**src/rtl/tone_player_pkg.sv**
```systemverilog
// Shared constants and types for the multi-channel tone sequencer.
package tone_player_pkg;

  localparam logic [31:0] HW_VER = 32'h0000_0001;

  localparam int unsigned ADDR_VER      = 'h00;
  localparam int unsigned ADDR_CTRL     = 'h04;
  localparam int unsigned ADDR_CH_SEL   = 'h08;
  localparam int unsigned ADDR_NOTE_DIV = 'h0C;
  localparam int unsigned ADDR_NOTE_LEN = 'h10;
  localparam int unsigned ADDR_STATUS   = 'h14;
  localparam int unsigned ADDR_LEVEL    = 'h18;
  localparam int unsigned ADDR_TICK     = 'h1C;
  localparam int unsigned ADDR_GAP      = 'h20;

  typedef logic [1:0] state_t;
  localparam state_t IDLE = 2'd0;
  localparam state_t PLAY = 2'd1;
  localparam state_t GAP  = 2'd2;

  typedef struct packed {
    logic [15:0] div;
    logic [15:0] len;
  } note_t;

endpackage

```
**src/rtl/tone_channel.sv**
```systemverilog
// One sequencer channel: note FIFO, play/gap FSM, tick prescaler, half-period divider and pin flop.
module tone_channel
  import tone_player_pkg::*;
#(
  parameter int unsigned DEPTH = 8,
  parameter int unsigned LW    = $clog2(DEPTH) + 1
) (
  input  logic          clk,
  input  logic          rst_n,
  input  logic          en,
  input  logic [31:0]   tick,
  input  logic [15:0]   gap,
  input  logic          push,
  input  note_t         push_note,
  input  logic          flush,
  output logic          busy,
  output logic          full,
  output logic          overflow,
  output logic [LW-1:0] level,
  output logic          pin
);

  localparam int unsigned AW = $clog2(DEPTH);
  localparam logic [AW:0] PtrInc = 1;

  note_t       mem [DEPTH];
  logic [AW:0] wr_ptr_q, rd_ptr_q;
  state_t      state_q, state_d;
  logic [15:0] div_q, div_d, len_q, len_d;
  logic [15:0] divcnt_q, divcnt_d, lencnt_q, lencnt_d;
  logic [31:0] presc_q, presc_d;
  logic        pin_q, pin_d, ovf_q;
  logic        empty, pop, push_ok, next_note;
  logic        presc_tick, note_end, gap_end;
  note_t       head;

  assign level    = wr_ptr_q - rd_ptr_q;
  assign empty    = (wr_ptr_q == rd_ptr_q);
  assign full     = (level == LW'(DEPTH));
  assign head     = mem[rd_ptr_q[AW-1:0]];
  // A pop in the same cycle frees the slot, so a push at full is still accepted.
  assign push_ok  = push && !flush && (!full || pop);
  assign busy     = (state_q != IDLE);
  assign overflow = ovf_q;
  assign pin      = pin_q;

  assign presc_tick = (presc_q >= tick);
  assign note_end   = (len_q == 16'd0) || (presc_tick && (lencnt_q >= len_q - 16'd1));
  assign gap_end    = (gap == 16'd0) || (presc_tick && (lencnt_q >= gap - 16'd1));

  always_comb begin
    state_d   = state_q;
    div_d     = div_q;
    len_d     = len_q;
    divcnt_d  = divcnt_q;
    lencnt_d  = lencnt_q;
    presc_d   = presc_tick ? 32'd0 : presc_q + 32'd1;
    pin_d     = pin_q;
    pop       = 1'b0;
    next_note = 1'b0;
    if (flush || !en) begin
      state_d = IDLE;
      pin_d   = 1'b0;
    end else begin
      unique case (state_q)
        PLAY: begin
          if (div_q == 16'd0) begin
            pin_d = 1'b0;
          end else if (divcnt_q >= div_q - 16'd1) begin
            pin_d    = !pin_q;
            divcnt_d = 16'd0;
          end else begin
            divcnt_d = divcnt_q + 16'd1;
          end
          if (presc_tick) lencnt_d = lencnt_q + 16'd1;
          if (note_end) begin
            pin_d = 1'b0;
            if (gap != 16'd0) begin
              state_d  = GAP;
              presc_d  = 32'd0;
              lencnt_d = 16'd0;
            end else begin
              next_note = 1'b1;
            end
          end
        end
        GAP: begin
          if (gap_end) next_note = 1'b1;
          else if (presc_tick) lencnt_d = lencnt_q + 16'd1;
        end
        default: next_note = 1'b1;
      endcase
      if (next_note) begin
        if (!empty) begin
          pop      = 1'b1;
          state_d  = PLAY;
          div_d    = head.div;
          len_d    = head.len;
          divcnt_d = 16'd0;
          lencnt_d = 16'd0;
          presc_d  = 32'd0;
          pin_d    = 1'b0;
        end else begin
          state_d = IDLE;
        end
      end
    end
  end

  always_ff @(posedge clk) begin
    if (push_ok) mem[wr_ptr_q[AW-1:0]] <= push_note;
  end

  always_ff @(posedge clk or negedge rst_n) begin
    if (!rst_n) begin
      wr_ptr_q <= '0;
      rd_ptr_q <= '0;
      ovf_q    <= 1'b0;
      state_q  <= IDLE;
      div_q    <= '0;
      len_q    <= '0;
      divcnt_q <= '0;
      lencnt_q <= '0;
      presc_q  <= '0;
      pin_q    <= 1'b0;
    end else begin
      if (flush) begin
        wr_ptr_q <= '0;
        rd_ptr_q <= '0;
        ovf_q    <= 1'b0;
      end else begin
        if (push_ok) wr_ptr_q <= wr_ptr_q + PtrInc;
        if (pop) rd_ptr_q <= rd_ptr_q + PtrInc;
        if (push && !push_ok) ovf_q <= 1'b1;
      end
      state_q  <= state_d;
      div_q    <= div_d;
      len_q    <= len_d;
      divcnt_q <= divcnt_d;
      lencnt_q <= lencnt_d;
      presc_q  <= presc_d;
      pin_q    <= pin_d;
    end
  end

endmodule

```
**src/rtl/tone_player.sv**
```systemverilog
// Register file and read mux for the FIFO-fed tone sequencer; one tone_channel per pin.
// Optional inter-note silence is enabled with the TONE_PLAYER_GAP_EN macro.
module tone_player
  import tone_player_pkg::*;
#(
  parameter int unsigned ADDRWIDTH = 6,
  parameter int unsigned NCH       = 2,
  parameter int unsigned DEPTH     = 8
) (
  input  logic                 clk,
  input  logic                 rst_n,
  input  logic                 rd,
  input  logic [ADDRWIDTH-1:0] raddr,
  output logic [31:0]          rdata,
  input  logic                 wr,
  input  logic [ADDRWIDTH-1:0] waddr,
  input  logic [31:0]          wdata,
  output logic [NCH-1:0]       tone_pin
);

  localparam int unsigned CHW = (NCH > 1) ? $clog2(NCH) : 1;
  localparam int unsigned LW  = $clog2(DEPTH) + 1;

  logic           en_q;
  logic [CHW-1:0] ch_sel_q;
  logic [15:0]    note_div_q, note_len_q;
  logic [31:0]    tick_q, rdata_q, rdata_d;
  logic [15:0]    gap_val;
  logic           wr_ctrl, push_any, flush_any;
  note_t          new_note;
  logic [NCH-1:0] busy, full, ovf;
  logic [LW-1:0]  level [NCH];
  logic [LW-1:0]  sel_level;

  assign wr_ctrl   = wr && (waddr == ADDRWIDTH'(ADDR_CTRL));
  assign flush_any = wr_ctrl && wdata[1];
  assign push_any  = wr && (waddr == ADDRWIDTH'(ADDR_NOTE_LEN));
  assign new_note  = {note_div_q, wdata[15:0]};

`ifdef TONE_PLAYER_GAP_EN
  logic [15:0] gap_q;
  always_ff @(posedge clk or negedge rst_n) begin
    if (!rst_n) gap_q <= '0;
    else if (wr && (waddr == ADDRWIDTH'(ADDR_GAP))) gap_q <= wdata[15:0];
  end
  assign gap_val = gap_q;
`else
  assign gap_val = '0;
`endif

  always_ff @(posedge clk or negedge rst_n) begin
    if (!rst_n) begin
      en_q       <= 1'b0;
      ch_sel_q   <= '0;
      note_div_q <= '0;
      note_len_q <= '0;
      tick_q     <= '0;
    end else if (wr) begin
      if (wr_ctrl) en_q <= wdata[0];
      if (waddr == ADDRWIDTH'(ADDR_CH_SEL)) ch_sel_q <= (NCH > 1) ? wdata[CHW-1:0] : '0;
      if (waddr == ADDRWIDTH'(ADDR_NOTE_DIV)) note_div_q <= wdata[15:0];
      if (push_any) note_len_q <= wdata[15:0];
      if (waddr == ADDRWIDTH'(ADDR_TICK)) tick_q <= wdata;
    end
  end

  for (genvar i = 0; i < NCH; i++) begin : g_ch
    tone_channel #(
      .DEPTH (DEPTH)
    ) u_ch (
      .clk       (clk),
      .rst_n     (rst_n),
      .en        (en_q),
      .tick      (tick_q),
      .gap       (gap_val),
      .push      (push_any && (ch_sel_q == CHW'(i))),
      .push_note (new_note),
      .flush     (flush_any && (ch_sel_q == CHW'(i))),
      .busy      (busy[i]),
      .full      (full[i]),
      .overflow  (ovf[i]),
      .level     (level[i]),
      .pin       (tone_pin[i])
    );
  end

  always_comb begin
    sel_level = '0;
    for (int i = 0; i < NCH; i++) begin
      if (ch_sel_q == CHW'(i)) sel_level = level[i];
    end
  end

  always_comb begin
    rdata_d = 32'd0;
    case (raddr)
      ADDRWIDTH'(ADDR_VER):      rdata_d = HW_VER;
      ADDRWIDTH'(ADDR_CTRL):     rdata_d = {31'd0, en_q};
      ADDRWIDTH'(ADDR_CH_SEL):   rdata_d = 32'(ch_sel_q);
      ADDRWIDTH'(ADDR_NOTE_DIV): rdata_d = {16'd0, note_div_q};
      ADDRWIDTH'(ADDR_NOTE_LEN): rdata_d = {16'd0, note_len_q};
      ADDRWIDTH'(ADDR_STATUS):   rdata_d = {8'd0, 8'(ovf), 8'(full), 8'(busy)};
      ADDRWIDTH'(ADDR_LEVEL):    rdata_d = 32'(sel_level);
      ADDRWIDTH'(ADDR_TICK):     rdata_d = tick_q;
`ifdef TONE_PLAYER_GAP_EN
      ADDRWIDTH'(ADDR_GAP):      rdata_d = {16'd0, gap_val};
`endif
      default:                   rdata_d = 32'd0;
    endcase
  end

  always_ff @(posedge clk or negedge rst_n) begin
    if (!rst_n) rdata_q <= '0;
    else if (rd) rdata_q <= rdata_d;
  end

  assign rdata = rdata_q;

endmodule

```
**config.mk**
```make
export PLATFORM = sky130hd
export DESIGN_NAME = tone_player
export DESIGN_NICKNAME = d
export VERILOG_FILES = /design/src/rtl/tone_player_pkg.sv /design/src/rtl/tone_channel.sv /design/src/rtl/tone_player.sv
export SDC_FILE = /design/constraint.sdc
export NUM_CORES = 1
export LEC_CHECK = 0
export CAP_MARGIN = 20
export CORE_ASPECT_RATIO = 0.75
export CORE_MARGIN = 8
export CORE_UTILIZATION = 50
export CTS_BUF_LIST = sky130_fd_sc_hd__clkbuf_8
export CTS_CLUSTER_SIZE = 16
export DETAILED_ROUTE_END_ITERATION = 10
export PLACE_DENSITY = 0.75
export SLEW_MARGIN = 10
export SYNTH_ARGS = -nofsm -noshare
export SYNTH_HDL_FRONTEND = slang
export SYNTH_SLANG_ARGS = --single-unit
```
**constraint.sdc**
```tcl
create_clock -name clk -period 20.4 [get_ports clk]
set_input_delay 2.04 -clock clk [delete_from_list [all_inputs] [get_ports clk]]
set_output_delay 2.04 -clock clk [all_outputs]
set_load 0.02 [all_outputs]
```
==> results.toml, run 1 <==
[drt]
detailedRoute.firstIterationViolations = 2458
via_count = 23400
firstDrtPassIters = 9
drc_errors = 0
post_drt_wl_per_cell_um = 22.4
route.detailed.vias_per_inst = 6.00
drt-total-wl_mm = 87.3
ant_nets = 0

[hold_path]
timing.hold.worst.class = "register to register"
hp-start = "g_ch[0].u_ch.rd_ptr_q[3]"

[power_and_ir_drop]
vdd_ir_drop_max_v = 0.0000845
power-per-cell-area_nw_per_um2 = 110
p_leak_uw = 0.0162

[setup_path]
critical_path_arrival_ps = 5700
cp_slowest_cell = "nor4b_2"
timing.critical_path.cells = "clkdlybuf4s50_1, nor4b_2, nand3_1, nor2_2, nor2_1, and3_2, o21ai_2, nor2_4, buf_16"
worstSetupEndpointType = "register"
worstPathMaxFanout = 21
crit_start_category = "input pin"
critical_path_required_ps = 20860
critical_path_class = "input pin to register"
ff2ff_setup_slack_ps = 15150
setup.worst_path.start = "waddr[1]"
max_stage_delay_ps = 760
worstReg2RegStart = "g_ch[1].u_ch.len_q[2]"

[synth]
synthDistinctLibCells = 85
yosysWarningCount = 0
syn_std_cell_area_um2 = 37300
synth.mux.area_fraction_pct = 11.0
synth.net_count = 2893
synth-compound-area-share_pct = 6.34
synth_edf_count = 512
ys_ff_latch = 824
yosys.area_share.adder_pct = 5.14
ys.flop_type = "edfxtp_1"
async_reset_ff_share_pct = 37.9
netlist_instances = 2693
synthXorXnorAreaFrac_pct = 3.45
synth_top_family_by_area = "multiplexers"
yosysSeqAreaShare_pct = 62.2
synth.avg_cell_area_um2 = 13.8
post_synth_and_or_nand_nor_area_fraction_pct = 9.52

[finish]
final_net_count = 3038
area_delta_synth_final_pct = 12.1
final-seq-area_um2 = 23200
filler_cell_count = 5718
post_route_cell_area_um2 = 41800
most-common-layout-cells = "edfxtp_1 (512), dfrtp_1 (308), nand2_1 (204)"
combined_area_of_the_multi_input_logic_cells_um2 = 13400
post_route_cells_drive_above_1_share_pct = 14.6
mostFrequentLayoutCell = "edfxtp_1"
fin_util_pct = 56.8

[timing]
slew-limit-headroom_pct = 26.5
period_share_pct = 25.7
timing.hold.ws_ps = 500
final.min_clock_period_ps = 5250
grt_setup_unrepaired = "no"
fin_skew_ps = 42.5
setup-violations-final = 0
setup_tns_ps = 0
achievable-frequency_mhz = 191
tightestPinTransition_ps = 1100
hold_viol_final = 0
drv_slew = 0

[global_routing]
wire_length_of_the_first_global_routing_pass_mm = 136
gr-total-overflow = 0
pin_count_of_the_biggest_net_entering_global_routing = 120
grt_antenna_before_repair = 6
first_global_vias = 23600
grtUsageTotal_pct = 20.6

[clock_tree]
cts_root_buffer = "clkbuf_8"
cts_tree = "yes"
max-clock-path-buffers = 3
htree_depth = 3
cts_resized = 0
clkSlewWorstSetupHoldPaths_ps = 60
clock_latency_ps = 750
cts_sinks = 824
hold_buffers = 0
numCtsBuffers = 119
postCtsSetupRepairBufs = 0

[floorplanning]
io-pin-count = 82
initial_cell_density_of_the_core_pct = 50.7
area_of_the_die_um2 = 83700
num_rows = 86
die_w_um = 331
die_height_um = 252
fp.coreArea_um2 = 73600

[placed_design]
gp_routability_congestion = 0.855
placement.cell_area_um2 = 39300
dp.final_hpwl_mm = 57.9
placement.io_buffers = 81

[run]
maxCapViolations = 0

[run_status]
outcome = "complete, no violations"
-- flip-flops by register name, indices dropped and copies added (netlist names) --
signal              cells
g_ch.u_ch.mem         512
g_ch.u_ch.presc_q      64
g_ch.u_ch.div_q        32
g_ch.u_ch.divcnt_q     32
g_ch.u_ch.len_q        32
g_ch.u_ch.lencnt_q     32
rdata                  32
tick_q                 32
note_div_q             16
note_len_q             16
g_ch.u_ch.rd_ptr_q      8
g_ch.u_ch.wr_ptr_q      8
g_ch.u_ch.overflow      2
g_ch.u_ch.pin           2
g_ch.u_ch.state_q       2
ch_sel_q                1
en_q                    1
-- cells by family after synthesis --
| group | Yosys count |
|---|---|
| compound gates | 374 |
| xor+xnor | 147 |
| fa+ha+maj | 152 |
| buf+inv | 213 |
| flops | 824 |
| mux | 247 |
| simple gates | 736 |
-- where the power goes --
| part | switching [uW] | leakage [uW] | internal, uW | total [uW] |
|---|---|---|---|---|
| clock | 639 | 0.00133 | 675 | 1310 |
| combinational | 632 | 0.00624 | 537 | 1170 |
| sequential | 219 | 0.00867 | 1910 | 2130 |
| total | 1490 | 0.0162 | 3130 | 4620 |
-- cells in the mapped netlist (12+ instances only) --
cell | instances | area share [%]
edfxtp_1 | 512 | 41
dfrtp_1 | 312 | 21
nand2_1 | 204 | 2.1
nor2_1 | 204 | 2.1
ha_1 | 150 | 5.0
mux4_2 | 128 | 7.7
inv_1 | 110 | 1.1
a21oi_1 | 100 | 1.3
o21ai_0 | 100 | 1.3
xnor2_1 | 93 | 2.2
mux2i_1 | 83 | 2.2
nand3_1 | 83 | 1.1
clkbuf_1 | 55 | 0.55
nor3_1 | 54 | 0.72
xor2_1 | 54 | 1.3
nand4_1 | 43 | 0.72
mux2_2 | 35 | 1.1
nor4_1 | 30 | 0.50
and3_1 | 28 | 0.47
o22ai_1 | 22 | 0.37
buf_1 | 21 | 0.21
o21ai_1 | 19 | 0.26
a21o_1 | 16 | 0.32
buf_2 | 16 | 0.21
a211oi_1 | 14 | 0.28
a222oi_1 | 13 | 0.35
a31oi_1 | 12 | 0.20
-- path summary, 6_finish.rpt --
kind,endpoint,depth (start not counted)
min,g_ch[0].u_ch.rd_ptr_q[3],1
min in group asynchronous,g_ch[1].u_ch.presc_q[25],1
min reg2reg,g_ch[0].u_ch.rd_ptr_q[3],1
max in group asynchronous,g_ch[1].u_ch.rd_ptr_q[0],2
max reg2reg,g_ch[1].u_ch.mem[0][19],16
max,g_ch[0].u_ch.mem[7][24],9
-- routing by layer --
metal / wire, um / up-vias / global-route usage [%] / share of wire (%)
li1: - / 10500 / - / -
met1: 38200 / 11800 / 30.1 / 44
met2: 39800 / 990 / 32.0 / 46
met3: 7230 / 149 / 3.52 / 8.3
met4: 2080 / 0 / 5.65 / 2.4
met5: 0 / - / 0 / 0
-- area by class of cell --
class / count / area share, %
clock buffer: 132 / 4.35
tap: 968 / 2.90
clock inverter: 83 / 1.34
multi-input combinational: 1656 / 32.0
antenna: 3 / 0.0180
timing repair buffer: 125 / 2.87
inverter: 112 / 1.01
sequential: 824 / 55.5
-- critical path: cells and delay by family --
family | cells | cell delay (ps)
AO/OA/AOI/OAI | 1 | 610
buffers and inverters | 2 | 710
AND/OR/NAND/NOR | 6 | 2310
-- metrics by stage --
stage | cells | total power, uW | worst slack (ps)
global placement | 3679 | 3270 | 14650
global route | 3902 | 4860 | 14770
detailed placement | 3680 | 3330 | 14520
CTS | 3895 | 4640 | 14960
floorplan | 2693 | 2950 | 13320
finish | 3903 | 4620 | 15150
No activity file was read; power rests on OpenSTA's default activity.
==> run 2, diff against run 1 <==
PLACE_DENSITY = 0.78   (was 0.75)
clock period = 4.35 ns   (was 20.4 ns; I/O delays follow)
==> run 2 against run 1 <==
  * Sequential share of layout area is 1.3 points lower
  * Global-route usage is 0.59 points higher
  * Largest power group unchanged
  * Clock power grew to 5.0 times the previous value
  * Largest cell class unchanged
==> results.toml, run 2 (same netlist as run 1, synthesis figures left out) <==
[timing]
fin_skew_ps = 75.1
hold_viol_final = 0
setup-violations-final = 0
slew-limit-headroom_pct = 24.9
final.min_clock_period_ps = 4230
tightestPinTransition_ps = 1120
final_critical_path_setup_slack_ps = 118
drv_slew = 0
period_share_pct = 97.3
setup_tns_ps = 0
achievable-frequency_mhz = 236
grt_setup_unrepaired = "no"

[global_routing]
pin_count_of_the_biggest_net_entering_global_routing = 109
wire_length_of_the_first_global_routing_pass_mm = 140
grt_antenna_before_repair = 4
gr-total-overflow = 0
grtUsageTotal_pct = 21.2
first_global_vias = 24100

[placed_design]
placement.io_buffers = 81
post-place-cells = 3718
placement.cell_area_um2 = 39900
setup_slack_placement_ps = 2.44
dp.final_hpwl_mm = 60.2
gp_routability_congestion = 0.889

[setup_path]
cp_slowest_cell = "or4_4"
crit_top_cell = "o21ai_4"
critical_path_class = "register to register"
timing.critical_path.buf_inv = 3
crit_family = "simple AND/OR/NAND/NOR gates"
worstSetupEndpointType = "register"
crit_start_category = "register"
critical_path_arrival_ps = 4700
worstPathMaxFanout = 8
timing.critical_path.cells = "or4_4, nor2_4, nand2_2, or3_4, nor4_4, xnor2_1, ha_1, nand4_1, a211oi_2, a211o_1, o21ai_4, nor3_4, o21ai_4, buf_12, nor4b_4, buf_6, clkbuf_16"
max_stage_delay_ps = 550
critical_path_required_ps = 4810

[drt]
ant_nets = 0
drt-total-wl_mm = 90.3
firstDrtPassIters = 7
route.detailed.vias_per_inst = 6.05
detailedRoute.firstIterationViolations = 2664
post_drt_wl_per_cell_um = 22.8
via_count = 24000
drc_errors = 0

[floorplanning]
initial_cell_density_of_the_core_pct = 50.7
num_rows = 86
fp.coreArea_um2 = 73600
die_height_um = 252
die_w_um = 331
io-pin-count = 82
area_of_the_die_um2 = 83700

[finish]
most-common-layout-cells = "edfxtp_1 (512), dfrtp_1 (308), nand2_1 (203)"
largest_reg_flops = 512
post_route_cells_drive_above_1_share_pct = 16.7
stdcell_count = 3963
fin_util_pct = 58.1
area_delta_synth_final_pct = 14.7
final_net_count = 3089
mostFrequentLayoutCell = "edfxtp_1"
post_route_cell_area_um2 = 42800

[power_and_ir_drop]
vdd_ir_drop_max_v = 0.000296
p_leak_uw = 0.0167
power-per-cell-area_nw_per_um2 = 522

[clock_tree]
cts_root_buffer = "clkbuf_8"
clock_latency_ps = 790
cts_sinks = 824
cts_tree = "yes"
max-clock-path-buffers = 3
htree_depth = 3
numCtsBuffers = 119
clkSlewWorstSetupHoldPaths_ps = 60

[hold_path]
timing.hold.worst.class = "input pin to register"

[run_status]
outcome = "complete, no violations"

[run]
maxCapViolations = 0
## run 2: cell types whose count changed in the layout (fill, tap and decap cells not counted), moves of 5 or more
cell	change
buf_4	+35
buf_12	+9
bufinv_16	+5
buf_6	+7
clkinv_2	+6
nor4_2	-10
inv_1	-6
nor4_4	+12
## run 2: path summary, 6_finish.rpt
check / start / end / slack [ps] / depth (start not counted)
worst max-delay path: g_ch[1].u_ch.len_q[5] / g_ch[1].u_ch.mem[4][11] / 120 / 17
worst min-delay path: wdata[30] / tick_q[30] / 230 / 3
worst max register to register: g_ch[1].u_ch.len_q[5] / g_ch[1].u_ch.mem[4][11] / 120 / 17
worst min register to register: note_len_q[10] / note_len_q[10] / 510 / 1
max in group asynchronous: rst_n / g_ch[0].u_ch.divcnt_q[11] / 2830 / 3
min in group asynchronous: rst_n / g_ch[0].u_ch.presc_q[22] / 360 / 2
## run 2: repair_timing
| action | in CTS | in global routing |
|---|---|---|
| cloned | 0 | 3 |
| pin swaps | 0 | 6 |
| gates resized for setup | 1 | 8 |
| setup buffers | 0 | 12 |
| endpoints found under the hold margin | 104 | 0 |
| setup endpoints to repair | 1 | 213 |
| hold buffers | 1 | 0 |
## run 2: routing by layer
| layer | up-vias | track usage [%] | routed length [um] |
|---|---|---|---|
| li1 | 10600 | - | - |
| met1 | 12200 | 29.5 | 38300 |
| met2 | 1040 | 34.1 | 42600 |
| met3 | 134 | 4.23 | 7550 |
| met4 | 0 | 5.65 | 1840 |
| met5 | - | 0 | 0 |
## run 2: metrics by stage
stage	hold WS, ps	total power (uW)
global route	218	23400
floorplan	139	13900
CTS	187	22400
detailed placement	495	15800
finish	233	22300
global placement	485	15500
## run 2: worst min-delay path: cells and delay by family
kind            cells  cell delay (ps)
compound gates      1               60
buf+inv             1              390
simple gates        1               50
## run 2: where the power goes
part           leakage, uW  total, uW  internal [uW]  switching [uW]
clock              0.00142       6600           3540            3050
sequential         0.00867       9960           8980             983
combinational      0.00657       5750           2620            3130
## run 2: layout make-up
type / count / area (um^2)
Multi-Input combinational cell: 1656 / 13600
Sequential cell: 824 / 23200
Antenna cell: 2 / 5.00
Clock buffer: 136 / 1870
Inverter: 112 / 420
Clock inverter: 89 / 717
Fill cell: 5528 / 30800
Timing Repair Buffer: 176 / 1750
Tap cell: 968 / 1210
